**src/rtl/tetris_pkg.sv**
```systemverilog
// Shared piece codes, LFSR taps and bag bookkeeping helpers for the piece generators.
package tetris_pkg;

    typedef enum logic [2:0] {
        I = 3'd0,
        O = 3'd1,
        T = 3'd2,
        S = 3'd3,
        Z = 3'd4,
        J = 3'd5,
        L = 3'd6
    } piece_t;

    localparam int          NUM_PIECES_STD = 7;
    localparam int          MAX_TYPES      = 8;
    localparam int          USED_W         = 3;
    localparam logic [15:0] LFSR_TAPS      = 16'hB400;

    typedef logic [MAX_TYPES-1:0][USED_W-1:0] used_vec_t;

    // Lowest type still below its copy limit; callers mark types outside the set as full.
    function automatic logic [2:0] lowest_legal(input used_vec_t used, input int copies);
        logic [2:0] idx;
        idx = '0;
        for (int i = MAX_TYPES - 1; i >= 0; i--) begin
            if (32'(used[i]) < copies) idx = 3'(i);
        end
        return idx;
    endfunction

endpackage

```
**src/rtl/galois_lfsr.sv**
```systemverilog
// Right-shifting Galois LFSR that advances every cycle; a zero seed is replaced by 1.
module galois_lfsr #(
    parameter int               WIDTH = 16,
    parameter logic [WIDTH-1:0] TAPS  = WIDTH'(16'hB400),
    parameter logic [WIDTH-1:0] SEED  = WIDTH'(1)
) (
    input  logic             clk,
    input  logic             reset,
    input  logic             load,
    input  logic [WIDTH-1:0] load_val,
    output logic [WIDTH-1:0] lfsr
);

    localparam logic [WIDTH-1:0] SEED_NZ = (SEED == '0) ? WIDTH'(1) : SEED;

    logic [WIDTH-1:0] lfsr_q;
    logic [WIDTH-1:0] lfsr_d;

    always_comb begin
        lfsr_d = lfsr_q >> 1;
        if (lfsr_q[0]) lfsr_d = (lfsr_q >> 1) ^ TAPS;
        if (load) lfsr_d = (load_val == '0) ? WIDTH'(1) : load_val;
    end

    always_ff @(posedge clk) begin
        if (reset) lfsr_q <= SEED_NZ;
        else       lfsr_q <= lfsr_d;
    end

    assign lfsr = lfsr_q;

endmodule

```
**src/rtl/bag_randomizer.sv**
```systemverilog
// Bag-based piece generator: LFSR candidates filtered by per-type copy counts, fed into
// a shift-register preview FIFO with a valid/ready head.
module bag_randomizer
    import tetris_pkg::*;
#(
    parameter int          NUM_PIECES = 7,
    parameter int          PIECE_W    = 3,
    parameter int          COPIES     = 1,
    parameter int          PREVIEW    = 3,
    parameter logic [15:0] SEED       = 16'hACE1,
    parameter int          MAX_TRIES  = 4
) (
    input  logic                                   clk,
    input  logic                                   reset,
    input  logic                                   mode,
    input  logic                                   seed_load,
    input  logic [15:0]                            seed_val,
    input  logic                                   piece_ready,
    output logic                                   piece_valid,
    output logic [PIECE_W-1:0]                     piece,
    output logic [PREVIEW*PIECE_W-1:0]             preview,
    output logic [PREVIEW-1:0]                     preview_valid,
    output logic [$clog2(NUM_PIECES*COPIES+1)-1:0] bag_remaining,
    output logic                                   bag_done,
    output logic [7:0]                             bag_count
);

    localparam int DEPTH    = PREVIEW + 1;
    localparam int BAG_SIZE = NUM_PIECES * COPIES;
    localparam int REM_W    = $clog2(BAG_SIZE + 1);
    localparam int CNT_W    = $clog2(DEPTH + 1);
    localparam int TRY_W    = (MAX_TRIES > 1) ? $clog2(MAX_TRIES) : 1;

    logic [PIECE_W-1:0] fifo_q [DEPTH];
    logic [PIECE_W-1:0] fifo_d [DEPTH];
    logic [CNT_W-1:0]   count_q, count_d;
    used_vec_t          used_q, used_d;
    logic [REM_W-1:0]   rem_q, rem_d;
    logic [TRY_W-1:0]   try_q, try_d;
    logic               bag_done_q, bag_done_d;
    logic [7:0]         bag_count_q, bag_count_d;

    logic [15:0]        lfsr;
    logic               lfsr_unused;
    logic [PIECE_W-1:0] cand;
    logic [PIECE_W-1:0] new_piece;
    logic [2:0]         cand_idx;
    logic [2:0]         new_idx;
    logic [CNT_W-1:0]   wr_idx;
    used_vec_t          used_mask;
    logic               pop, draw_en, in_range, legal, last_try, accept;

    galois_lfsr #(
        .WIDTH (16),
        .TAPS  (LFSR_TAPS),
        .SEED  (SEED)
    ) u_lfsr (
        .clk      (clk),
        .reset    (reset),
        .load     (seed_load),
        .load_val (seed_val),
        .lfsr     (lfsr)
    );

    assign lfsr_unused = ^lfsr[15:PIECE_W];

    always_comb begin
        pop      = (count_q != '0) && piece_ready;
        draw_en  = (32'(count_q) < DEPTH) || pop;
        cand     = lfsr[PIECE_W-1:0];
        cand_idx = 3'(cand);
        in_range = 32'(cand) < NUM_PIECES;
        for (int i = 0; i < MAX_TYPES; i++) begin
            used_mask[i] = (i < NUM_PIECES) ? used_q[i] : USED_W'(COPIES);
        end
        // Random mode ignores the copy limits; its fallback is simply type 0.
        legal     = in_range && (mode || (32'(used_q[cand_idx]) < COPIES));
        last_try  = (32'(try_q) == MAX_TRIES - 1);
        accept    = draw_en && (legal || last_try);
        new_piece = legal ? cand
                  : (mode ? '0 : PIECE_W'(lowest_legal(used_mask, COPIES)));
        new_idx   = 3'(new_piece);
        wr_idx    = count_q - CNT_W'(pop);

        fifo_d      = fifo_q;
        count_d     = count_q + CNT_W'(accept) - CNT_W'(pop);
        used_d      = used_q;
        rem_d       = rem_q;
        try_d       = try_q;
        bag_done_d  = 1'b0;
        bag_count_d = bag_count_q;

        if (pop) begin
            for (int i = 0; i < DEPTH - 1; i++) fifo_d[i] = fifo_q[i+1];
            fifo_d[DEPTH-1] = '0;
        end
        if (accept) begin
            for (int i = 0; i < DEPTH; i++) begin
                if (32'(wr_idx) == i) fifo_d[i] = new_piece;
            end
        end

        if (draw_en) try_d = accept ? '0 : try_q + TRY_W'(1);

        // The refill lands in the same update as the last draw, so 0 is never visible.
        if (accept && !mode) begin
            if (rem_q == REM_W'(1)) begin
                used_d      = '0;
                rem_d       = REM_W'(BAG_SIZE);
                bag_done_d  = 1'b1;
                bag_count_d = bag_count_q + 8'd1;
            end else begin
                used_d[new_idx] = used_q[new_idx] + USED_W'(1);
                rem_d           = rem_q - REM_W'(1);
            end
        end

        if (seed_load) begin
            for (int i = 0; i < DEPTH; i++) fifo_d[i] = '0;
            count_d     = '0;
            used_d      = '0;
            rem_d       = REM_W'(BAG_SIZE);
            try_d       = '0;
            bag_done_d  = 1'b0;
            bag_count_d = bag_count_q;
        end
    end

    always_ff @(posedge clk) begin
        if (reset) begin
            fifo_q      <= '{default: '0};
            count_q     <= '0;
            used_q      <= '0;
            rem_q       <= REM_W'(BAG_SIZE);
            try_q       <= '0;
            bag_done_q  <= 1'b0;
            bag_count_q <= '0;
        end else begin
            fifo_q      <= fifo_d;
            count_q     <= count_d;
            used_q      <= used_d;
            rem_q       <= rem_d;
            try_q       <= try_d;
            bag_done_q  <= bag_done_d;
            bag_count_q <= bag_count_d;
        end
    end

    always_comb begin
        piece_valid   = (count_q != '0);
        piece         = piece_valid ? fifo_q[0] : '0;
        preview       = '0;
        preview_valid = '0;
        for (int k = 0; k < PREVIEW; k++) begin
            preview_valid[k] = 32'(count_q) > k + 1;
            if (preview_valid[k]) preview[k*PIECE_W +: PIECE_W] = fifo_q[k+1];
        end
    end

    assign bag_remaining = rem_q;
    assign bag_done      = bag_done_q;
    assign bag_count     = bag_count_q;

endmodule

```
**config.mk**
```make
export PLATFORM = sky130hd
export DESIGN_NAME = bag_randomizer
export DESIGN_NICKNAME = d
export VERILOG_FILES = /design/src/rtl/tetris_pkg.sv /design/src/rtl/galois_lfsr.sv /design/src/rtl/bag_randomizer.sv
export SDC_FILE = /design/constraint.sdc
export NUM_CORES = 1
export LEC_CHECK = 0
export BUFFER_PORTS_ARGS = -buffer_cell sky130_fd_sc_hd__buf_4
export CORE_MARGIN = 2
export CORE_UTILIZATION = 55
export CTS_CLUSTER_SIZE = 14
export DETAILED_ROUTE_END_ITERATION = 7
export GPL_TIMING_DRIVEN = 0
export PLACE_DENSITY = 0.86
export SLEW_MARGIN = 10
export SYNTH_ARGS = -nofsm -noshare
export SYNTH_HDL_FRONTEND = slang
export SYNTH_SLANG_ARGS = --single-unit
```
**constraint.sdc**
```tcl
create_clock -name clk -period 7.6 [get_ports clk]
set_clock_uncertainty 0.1 [all_clocks]
set_input_delay 1.52 -clock clk [delete_from_list [all_inputs] [get_ports clk]]
set_output_delay 1.52 -clock clk [all_outputs]
set_load 0.02 [all_outputs]
```
-- Word-level counts from Yosys, hierarchy flattened
Cells that the tools add are included.
- bitwise logic cells: 3
- eq/ne operators: 5
- multiplexer cells: 33
- add/subtract/negate cells: 7
- reductions and logical operators: 15
- $lt $le $gt $ge: 16
- operator list (kind ; count):
    $mux W3 ; 21
    $mux W16 ; 3
    $bwmux W24 ; 1
    $lt A3 B1 Y1 const B ; 8
    $mux W12 ; 2
    $mux W24 ; 1
    $bmux W3 S3 ; 2
    $logic_not A16 Y1 ; 1
    $demux W3 S3 ; 1
    $add A8 B1 Y8 const B ; 1
    $lt A3 B4 Y1 const B ; 2
    $eq A3 B1 Y1 const B ; 2
    $eq A3 B2 Y1 const B ; 2
    $gt A3 B2 Y1 const B ; 2
    $lt A3 B3 Y1 const B ; 2
    $sub A3 B1 Y3 ; 2
    $logic_and A1 B1 Y1 ; 5
    $not A3 Y4 ; 1
    $add A3 B1 Y3 ; 1
    $add A3 B1 Y3 const B ; 1
    $ge A3 B1 Y1 const B ; 1
    $gt A3 B1 Y1 const B ; 1
    $logic_not A3 Y1 ; 1
    $logic_or A1 B1 Y1 ; 3
    11 further kinds ; 12
- input bits: 21
- logic and storage cells: 97
- output and inout port bits: 28
- register bits after elaboration: 69

-- Longest topological paths before layout
Gate-level depths: netlist of the first run.
- depth after elaboration: 16
- depth in mapped cells: 15
- depth with buffers taken out: 13

-- By module
Synthesis of the first run repeated with hierarchy kept, for this count alone.
- cells, all modules: 433
- area total of the unflattened synthesis: 3717.3 µm²
- modules (own cells, without submodules) (module ; cells each ; seq. area each (µm²) ; area each (µm²) ; instances):
    bag_randomizer ; 372 ; 1061.0 ; 3061.7 ; 1
    galois_lfsr ; 61 ; 320.3 ; 655.6 ; 1

-- Worst setup path before layout of the first run
No wires, ideal clock.
- kind: input port to flip-flop
- from: input mode
- to: register used_q, in the netlist used_mask[5]
- data arrival time: 4.469 ns
- required time: 7.441 ns
- stages: 13
- buffers on the path: 1
- setup time: 0.059 ns
- setup slack: 2.971 ns
- path through: or3_4 o32ai_2 o221ai_4 mux2i_4 clkbuf_1 mux2i_1 nand2_1 o21ai_0 mux2i_1 ha_1 or4_4 mux2i_2 a22o_1
- longest elaborated chain between the ends: 9
- elaborated cells between the ends (all ways): 18
- classes of those cells: add/sub: 1; order compare: 2; mux: 8; reduce/logical: 7
- ends and longest elaborated chain (element ; line ; source):
    start, declared ; bag_randomizer.sv:15 ; input logic mode,
    parallel branches: the longest is 9 deep, another holds $add A3 B1 Y3 ; n/a ;
    end signal, assigned ; bag_randomizer.sv:141 ; used_q <= used_d;
    end, declared ; bag_randomizer.sv:37 ; used_vec_t used_q, used_d;
Several ways; the timed one is not identified. The select of a mux whose other input is x is not followed.
A chain may end at the register's enable or synchronous reset.

-- Worst setup path after layout of the first run
- from: input mode
- to: register used_q, in the netlist used_mask[20]
Same word-level chain as after synthesis.

==> results of run 1 <==
[routing by layer]
| metal | global-route usage (%) | up-vias | wire [um] | part of all wire [%] |
|---|---|---|---|---|
| li1 | - | 1513 | - | - |
| met1 | 30.1 | 1477 | 3650 | 44 |
| met2 | 40.0 | 114 | 3910 | 48 |
| met3 | 4.47 | 18 | 498 | 6.1 |
| met4 | 9.84 | 0 | 149 | 1.8 |
| met5 | 0 | - | 0 | 0 |
[final cells by class]
class / instances / area, sq um
plain buffers: 15 / 66.3
clock buffers: 13 / 169
flip-flops and latches: 66 / 1320
fillers: 498 / 1910
well taps: 75 / 93.8
clock inverters: 2 / 35.0
multi-input cells: 307 / 1990
repair buffers: 47 / 353
inverters: 16 / 60.1
[cell families (layout without fill, tap and decap cells)]
| group | after synthesis | count (layout) | share of synthesized area (%) |
|---|---|---|---|
| fa+ha+maj | 13 | 13 | 4.95 |
| xor+xnor | 12 | 12 | 3.06 |
| buf+inv | 31 | 93 | 3.68 |
| simple gates | 184 | 184 | 25.1 |
| flops | 66 | 66 | 38.5 |
| mux | 31 | 31 | 10.1 |
| compound gates | 67 | 67 | 14.6 |
[critical path, cell delays in order]
cell and delay (ps):
buf_4 150, or3_4 370, o32ai_2 230, o221ai_4 250
mux2i_4 340, clkbuf_1 490, mux2i_1 260, nand2_1 70
o21ai_0 110, mux2i_1 100, ha_1 230, or4_4 540
mux2i_2 370, a22o_1 200
[sequential cells by signal (all words and copies together) (netlist names)]
name	flops
used_mask	21
u_lfsr.lfsr	16
fifo_q	12
bag_count	8
bag_remaining	3
count_q	3
try_q	2
bag_done	1
[per-stage QoR]
stage	setup slack, ps	power (mW)	cells
after global placement	2350	0.525	526
after global routing	2350	0.868	541
final	2550	0.835	541
after detailed placement	2320	0.530	526
after CTS	2610	0.835	541
after floorplan	2970	0.484	404
[power by group]
part	internal, mW	leakage [nW]	total [mW]	switching [mW]
logic	0.0616	1.11	0.158	0.0964
clock network	0.176	0.106	0.310	0.134
registers	0.359	0.537	0.367	0.00841
[worst max path at each step]
stage | to | slack [ps] | depth (start not counted)
2_1_floorplan | used_mask[5] | 2970 | 13
3_3_place_gp | used_mask[5] | 2350 | 14
3_5_place_dp | used_mask[5] | 2320 | 14
4_1_cts | used_mask[20] | 2610 | 14
5_1_grt | used_mask[11] | 2350 | 14
6_report | used_mask[20] | 2550 | 14
[cells in the mapped netlist, types with 2 or more instances]
| master | instances | area share, % |
|---|---|---|
| nor4_1 | 5 | 0.91 |
| nand2_1 | 57 | 6.2 |
| or3_1 | 2 | 0.36 |
| nor2_1 | 63 | 6.9 |
| nand3b_1 | 3 | 0.66 |
| mux2i_4 | 2 | 1.3 |
| a21oi_1 | 15 | 2.2 |
| dfxtp_1 | 66 | 38 |
| xnor2_1 | 5 | 1.3 |
| a311oi_1 | 4 | 1.0 |
| nand3_1 | 6 | 0.87 |
| a31oi_1 | 2 | 0.36 |
| mux2i_1 | 21 | 6.1 |
| a22oi_1 | 7 | 1.5 |
| inv_1 | 15 | 1.6 |
| o21a_1 | 6 | 1.3 |
| o22ai_1 | 3 | 0.55 |
| buf_1 | 3 | 0.33 |
| nor3_1 | 11 | 1.6 |
| and4_1 | 3 | 0.77 |
| and2_1 | 7 | 1.3 |
| xor2_1 | 7 | 1.8 |
| a22o_1 | 5 | 1.3 |
| ha_1 | 12 | 4.4 |
| clkbuf_1 | 9 | 0.98 |
| o21ai_0 | 7 | 1.0 |
| mux2_2 | 7 | 2.3 |
| and3_1 | 6 | 1.1 |
| buf_2 | 2 | 0.29 |
| o211ai_1 | 6 | 1.3 |
| or2_2 | 5 | 0.91 |
| nor2b_1 | 8 | 1.5 |
==> impl_metrics.tcl, run 1 <==
set metrics [dict create \
    syn_nets 438 \
    syn_to_final_growth_pct 18.9 \
    rr_endpoint "used_mask[20]" \
    clkLatencyLatePin_ps 350 \
    drc_errors 0 \
    rsz0062_at_grt "no" \
    grt_max_degree 12 \
    whs_endpoint "u_lfsr.lfsr[6]" \
    hp-class "flip-flop to flip-flop" \
    fin_crit_sh_pct 66.5 \
    cp-start-kind "input pin" \
    worstPathRequired_ps 7790 \
    ff2ff_path_depth 13 \
    cts.sinks 66 \
    clockBufferDepth 2 \
    grt.overflow.total 0 \
    drt_iter0_drc 234 \
    dp_hpwl_um 5900 \
    die_w_um 83.0 \
    detail_route.wl_per_cell_um 15.2 \
    fin_hold_ws_ps 344 \
    final_common_cell "dfxtp_1" \
    die_height_um 83.0 \
    cp.arrival_ps 5240 \
    tightest_slew_ps 808 \
    place_area_sq_um 3880 \
    ys_async_sr_fraction_pct 0 \
    ir_worst_vdd_mv 0.127 \
    vias 3122 \
    core_sq_um 5990 \
    clk_pin_slew_ps 70 \
    htree_levels 3 \
    gp_congestion 0.914 \
    viasPerCell 5.77 \
    n_antenna_cell 0 \
    ios 49 \
    wirelength_um 8210 \
    slew_violations 0 \
    tns_ps 0 \
    cts_tree "yes" \
    ctsHoldBuffers 0 \
    syn_area_sq_um 3430 \
    firstDrtPassIters 5 \
    drtAntennaViolNets 0 \
    cts_resized 0 \
    design_area_sq_um 4090 \
    synth_cells 404 \
    track_usage_pct 23.8 \
    cp-startpoint "mode" \
    min_from "u_lfsr.lfsr[7]" \
    whs_path_depth 2 \
    layout.nets 496 \
    initial_core_util_pct 57.3 \
    synth_edf_count 0 \
    power_density_nw_per_um2 204 \
    postCtsSetupRepairBufs 0 \
    worstSetupEndpointType "flip-flop" \
    synthDistinctLibCells 56 \
    final_hold_viol_count 0 \
    fp-row-count 28 \
    cap_violations 0 \
    max_freq_ghz 0.198 \
    path_max_fanout 10 \
    run_status "complete, no violations" \
    p_leak_nw 1.75 \
    ys.flop_type "dfxtp_1" \
    drive_gt1_share_pct 18.9 \
    grt_pass1_vias 2950 \
    ys_seq_elements 66 \
    antenna_found_initial 0 \
    utilization_pct 68.2 \
    reg2reg_slack_ps 3250 \
    cts_root_buf "clkbuf_8" \
    r2r-start "used_mask[14]" \
    setup_viol 0 \
    numPortBuffers 47 \
    ys_warn_count 0 \
    avgSynthCellArea_sq_um 8.50 \
    slew_headroom_pct 45.6 \
    fin_crit_ps 5050 \
    grt_pass1_wl_um 13600 \
    final_cell_mix "66 x dfxtp_1, 63 x nor2_1, 57 x nand2_1" \
    die-area_sq_um 6890 \
    critPathKind "input pin to flip-flop" \
    cts_buffers 9 \
    ys_seq_area_share_pct 38.5 \
]
Power figures use the tool's default switching activity.
==> run 2, diff against run 1 <==
--- a/config.mk
+++ b/config.mk
@@ -7,11 +7,11 @@
 export LEC_CHECK = 0
 export BUFFER_PORTS_ARGS = -buffer_cell sky130_fd_sc_hd__buf_4
 export CORE_MARGIN = 2
-export CORE_UTILIZATION = 55
+export CORE_UTILIZATION = 51
 export CTS_CLUSTER_SIZE = 14
 export DETAILED_ROUTE_END_ITERATION = 7
 export GPL_TIMING_DRIVEN = 0
-export PLACE_DENSITY = 0.86
+export PLACE_DENSITY = 0.84
 export SLEW_MARGIN = 10
 export SYNTH_ARGS = -nofsm -noshare
 export SYNTH_HDL_FRONTEND = slang
==> constraint.sdc (replaced) <==
create_clock -name clk -period 4.1 [get_ports clk]
set_clock_uncertainty 0.1 [all_clocks]
set_input_delay 0.82 -clock clk [delete_from_list [all_inputs] [get_ports clk]]
set_output_delay 0.82 -clock clk [all_outputs]
set_load 0.02 [all_outputs]
==> run 2 against run 1 <==
Against the previous run: critical path depth is 1 lower; wire length fell by 0.23%; sequential share of layout area is 0.22 points lower; sequential cell count is the same; via count shrank 1.0%; power rose by 80%; design area grew 0.67%.
==> impl_metrics.tcl, run 2 (synthesized netlist as in run 1, its figures left out) <==
set metrics [dict create \
    cts_buffers 9 \
    power_density_nw_per_um2 366 \
    firstDrtPassIters 4 \
    fp-row-count 29 \
    path_max_fanout 10 \
    p_int_mw 1.07 \
    grt_pass1_wl_um 13700 \
    die_height_um 86.1 \
    viasPerCell 5.67 \
    cts.sinks 66 \
    grt.overflow.total 0 \
    drc_errors 0 \
    clkPwrFrac_pct 34.6 \
    swShare_pct 29.2 \
    fin_crit_sh_pct 95.3 \
    layout.nets 498 \
    track_usage_pct 23.5 \
    clockBufferDepth 2 \
    ios 49 \
    wirelength_um 8190 \
    final_hold_viol_count 0 \
    cp-start-kind "input pin" \
    worstPathRequired_ps 4280 \
    worst_path_max_delay_cell "or4_4" \
    drt_iter0_drc 189 \
    p_seq_share_pct 45.3 \
    die-area_sq_um 7410 \
    design_area_sq_um 4110 \
    fin_hold_ws_ps 347 \
    antenna_found_initial 0 \
    vias 3090 \
    worst_slack_ps 191 \
    cp.arrival_ps 4090 \
    setup_viol 0 \
    n_antenna_cell 0 \
    ir_worst_vdd_mv 0.246 \
    p_total_mw 1.51 \
    fin_crit_ps 3910 \
    cpPeakStageDelay_ps 550 \
    place_area_sq_um 3880 \
    cap_violations 0 \
    drive_gt1_share_pct 20.1 \
    grt_pass1_vias 2941 \
    fillers 528 \
    cts_root_buf "clkbuf_8" \
    p_comb_share_pct 20.1 \
    worstSetupEndpointType "flip-flop" \
    final_common_cell "dfxtp_1" \
    slew_headroom_pct 48.3 \
    htree_levels 3 \
    clk_pin_slew_ps 60 \
    grt_max_degree 17 \
    p_leak_nw 1.77 \
    tightest_slew_ps 768 \
    multiInputGateArea_sq_um 2010 \
    max_freq_ghz 0.256 \
    dp_hpwl_um 6180 \
    worstPathCellList "buf_4 -> or3_4 -> o32ai_2 -> nor3_1 -> a31oi_1 -> buf_2 -> mux2_2 -> o21ai_0 -> mux2i_1 -> ha_1 -> or4_4 -> mux2i_4 -> a22o_1" \
    pre_cts_slack_ps -526 \
    net-switching-power_mw 0.439 \
    cts_tree "yes" \
    largest_reg_flops 21 \
    slew_violations 0 \
    hp-class "flip-flop to flip-flop" \
    core_sq_um 6420 \
    run_status "complete, no violations" \
    initial_core_util_pct 53.5 \
    gp_congestion 0.894 \
    detail_route.wl_per_cell_um 15.0 \
    clkLatencyLatePin_ps 340 \
    die_w_um 86.1 \
    critPathKind "input pin to flip-flop" \
    seqCellArea_sq_um 1320 \
    drtAntennaViolNets 0 \
    final_cell_mix "66 x dfxtp_1, 63 x nor2_1, 57 x nand2_1" \
    rsz0062_at_grt "no" \
    numPortBuffers 47 \
    syn_to_final_growth_pct 19.7 \
]
-- run 2: cell type report --
| cell class | instances | share of cell area (%) |
|---|---|---|
| multi-input cells | 307 | 48.8 |
| repair buffers | 50 | 9.13 |
| clock inverters | 2 | 0.243 |
| flip-flops and latches | 66 | 32.1 |
| well taps | 77 | 2.34 |
| inverters | 16 | 1.46 |
| clock buffers | 13 | 4.35 |
| plain buffers | 14 | 1.55 |
-- run 2: routing by layer --
layer  routed length [um]  global-route usage (%)  vias to the layer above
met5                    0                       0                        -
met1                 3630                    30.2                     1472
met4                  123                    9.38                        0
met2                 4030                    39.5                       86
met3                  407                    3.56                       10
li1                     -                       -                     1522
-- run 2: what timing repair did --
action,CTS,global route
cloned,0,0
hold endpoints to repair,0,0
resized for setup,1,4
endpoints found under the setup margin,6,6
buffers inserted,0,3
hold buffers,0,0
-- run 2: final timing paths --
path,from,to,slack [ps],cells after the start
worst min-delay path,u_lfsr.lfsr[7],u_lfsr.lfsr[6],350,2
worst min register to register,u_lfsr.lfsr[7],u_lfsr.lfsr[6],350,2
worst max-delay path,mode,used_mask[8],190,13
worst max register to register,used_mask[14],used_mask[8],260,12
-- run 2: metrics by stage --
| step | TNS, ps | utilization [%] | cells |
|---|---|---|---|
| 6_report | 0 | 64.0 | 545 |
| 5_1_grt | 0 | 64.0 | 545 |
| 4_1_cts | 0 | 63.4 | 542 |
| 3_5_place_dp | -4320 | 60.5 | 528 |
| 3_3_place_gp | -3300 | 60.5 | 528 |
| 2_1_floorplan | 0 | - | 404 |
-- run 2: worst max-delay path: cells and delay by family --
| family | cells | cell delay (ps) |
|---|---|---|
| adder cells (fa/ha/maj) | 1 | 230 |
| buffers and inverters | 2 | 420 |
| AO/OA/AOI/OAI | 4 | 870 |
| AND/OR/NAND/NOR | 3 | 1000 |
| multiplexers | 3 | 760 |
-- run 2: power groups by stage --
| stage | Clock, mW | Sequential [mW] | Combinational (mW) |
|---|---|---|---|
| global route | 0.556 | 0.684 | 0.336 |
| finish | 0.522 | 0.681 | 0.302 |
| detailed placement | 0 | 0.695 | 0.292 |
| CTS | 0.529 | 0.681 | 0.293 |
| global placement | 0 | 0.694 | 0.281 |
| floorplan | 0 | 0.692 | 0.206 |
==> run 3, diff against run 2 <==
--- a/config.mk
+++ b/config.mk
@@ -6,6 +6,7 @@
 export NUM_CORES = 1
 export LEC_CHECK = 0
 export BUFFER_PORTS_ARGS = -buffer_cell sky130_fd_sc_hd__buf_4
+export CAP_MARGIN = 20
 export CORE_MARGIN = 2
 export CORE_UTILIZATION = 51
 export CTS_CLUSTER_SIZE = 14
==> constraint.sdc (replaced) <==
create_clock -name clk -period 4.1 [get_ports clk]
set_clock_uncertainty 0.1 [all_clocks]
set_input_delay 0.82 -clock clk [delete_from_list [all_inputs] [get_ports clk]]
set_output_delay 0.82 -clock clk [all_outputs]
set_load 0.1 [all_outputs]
==> run 3 against run 2 <==
Against the previous run: register-to-register slack about the same; clock-buffer cell count decreased by 4; die area unchanged; power increased by 9.1%; fmax increased by 0.40%; hold slack improved by 12 ps; sequential power about the same; cell count increased by 0.37%; core utilization increased by 0.70 points; sequential cell count unchanged; design area increased by 1.1%; global-route usage decreased by 0.63 points; critical path type unchanged; critical endpoint is now used_mask[20].
==> impl_metrics.tcl, run 3 (synthesized netlist as in run 1, its figures left out) <==
set metrics [dict create \
    drive_gt1_share_pct 20.9 \
    cts.sinks 66 \
    wirelength_um 8230 \
    clockBufferDepth 2 \
    ir_worst_vdd_mv 0.238 \
    firstDrtPassIters 5 \
    grt_pass1_wl_um 13500 \
    max_freq_ghz 0.257 \
    layout.nets 499 \
    worstSetupEndpointType "flip-flop" \
    final_common_cell "dfxtp_1" \
    clkPwrFrac_pct 36.5 \
    p_seq_share_pct 41.5 \
    n_antenna_cell 0 \
    final_cell_mix "66 x dfxtp_1, 63 x nor2_1, 57 x nand2_1" \
    viasPerCell 5.78 \
    dp_hpwl_um 6020 \
    initial_core_util_pct 53.5 \
    drtAntennaViolNets 0 \
    die_height_um 86.1 \
    drt_iter0_drc 244 \
    place_area_sq_um 3890 \
    core_sq_um 6420 \
    net-switching-power_mw 0.513 \
    run_status "complete, no violations" \
    swShare_pct 31.3 \
    slew_headroom_pct 47.1 \
    fin_crit_ps 3890 \
    p_leak_nw 1.78 \
    grt_pass1_vias 2996 \
    worst_path_max_delay_cell "or4_4" \
    setup_viol 0 \
    fp-row-count 29 \
    slew_violations 0 \
    clkLatencyLatePin_ps 350 \
    cp.arrival_ps 4080 \
    worstPathCellList "buf_4 -> or3_4 -> o32ai_2 -> nor3_1 -> a31oi_1 -> clkbuf_4 -> mux2_2 -> o211ai_1 -> o221ai_1 -> ha_1 -> or4_4 -> mux2i_4 -> a22o_1" \
    utilization_pct 64.7 \
    critPathKind "input pin to flip-flop" \
    largest_reg_flops 21 \
    final_hold_viol_count 0 \
    syn_to_final_growth_pct 21.1 \
    cp-start-kind "input pin" \
    fillers 538 \
    detail_route.wl_per_cell_um 15.1 \
    cts_tree "yes" \
    cts_buffers 9 \
    grt_max_degree 17 \
    clk_pin_slew_ps 70 \
    antenna_found_initial 0 \
    track_usage_pct 22.9 \
    cpPeakStageDelay_ps 550 \
    htree_levels 3 \
    p_comb_share_pct 22.1 \
    vias 3160 \
    cts_root_buf "clkbuf_8" \
    worstPathRequired_ps 4290 \
    power_density_nw_per_um2 395 \
    hp-class "flip-flop to flip-flop" \
    die_w_um 86.1 \
    gp_congestion 0.977 \
    die-area_sq_um 7410 \
    path_max_fanout 10 \
    cap_violations 0 \
    design_area_sq_um 4160 \
    fin_crit_sh_pct 95.0 \
    ctsHoldBuffers 0 \
    rsz0062_at_grt "no" \
    grt.overflow.total 0 \
    tns_ps 0 \
    tightest_slew_ps 785 \
    drc_errors 0 \
    p_int_mw 1.13 \
    numPortBuffers 47 \
    ios 49 \
]
run 3: cell types whose count changed in the layout (fill, tap and decap cells not counted), sizes merged:
cell      change
bufinv        +2
clkbuf        -3
clkinvlp      +2
clkinv        +1
run 3: layout make-up:
type	count	area, sq um	area share, %
multi-input cells	307	2010	48.4
repair buffers	51	383	9.21
flip-flops and latches	66	1320	31.8
plain buffers	14	66.3	1.59
well taps	77	96.3	2.32
clock buffers	9	124	2.98
inverters	16	60.1	1.44
clock inverters	7	93.8	2.26
run 3: metrics by stage:
stage / power, mW / cells / hold WS [ps] / setup slack, ps
2_1_floorplan: 0.954 / 404 / 318 / 171
3_3_place_gp: 1.03 / 528 / 323 / -447
3_5_place_dp: 1.04 / 528 / 346 / -485
4_1_cts: 1.63 / 543 / 363 / 59.9
5_1_grt: 1.71 / 547 / 381 / 43.6
6_report: 1.64 / 547 / 359 / 207
run 3: power by group through the flow:
stage	combinational, mW	sequential, mW	clock (mW)
final	0.362	0.681	0.599
after global routing	0.391	0.684	0.631
after detailed placement	0.345	0.696	0
after global placement	0.337	0.694	0
after CTS	0.347	0.681	0.606
after floorplan	0.254	0.700	0
run 3: worst paths after layout:
path / from / endpoint / slack [ps] / depth (start not counted)
worst max-delay path: mode / used_mask[20] / 210 / 13
worst min register to register: u_lfsr.lfsr[12] / u_lfsr.lfsr[11] / 360 / 2
worst max register to register: used_mask[17] / used_mask[20] / 250 / 12
worst min-delay path: u_lfsr.lfsr[12] / u_lfsr.lfsr[11] / 360 / 2
run 3: what timing repair did:
action                                  in CTS  in global routing
resized for setup                            2                  4
setup buffers                                0                  4
endpoints found under the setup margin       6                  6
endpoints found under the hold margin        0                  0
run 3: worst max-delay path: cells and delay by family:
kind	cells	cell delay (ps)
buffers and inverters	2	420
AO/OA/AOI/OAI	5	950
adder cells (fa/ha/maj)	1	260
AND/OR/NAND/NOR	3	1010
multiplexers	2	600
run 3: per-layer routing:
layer	part of all wire, %	track usage (%)	routed length [um]
met5	0	0	0
met4	1.7	10.7	139
met3	8.6	4.62	707
met2	47	36.6	3840
met1	43	29.5	3550
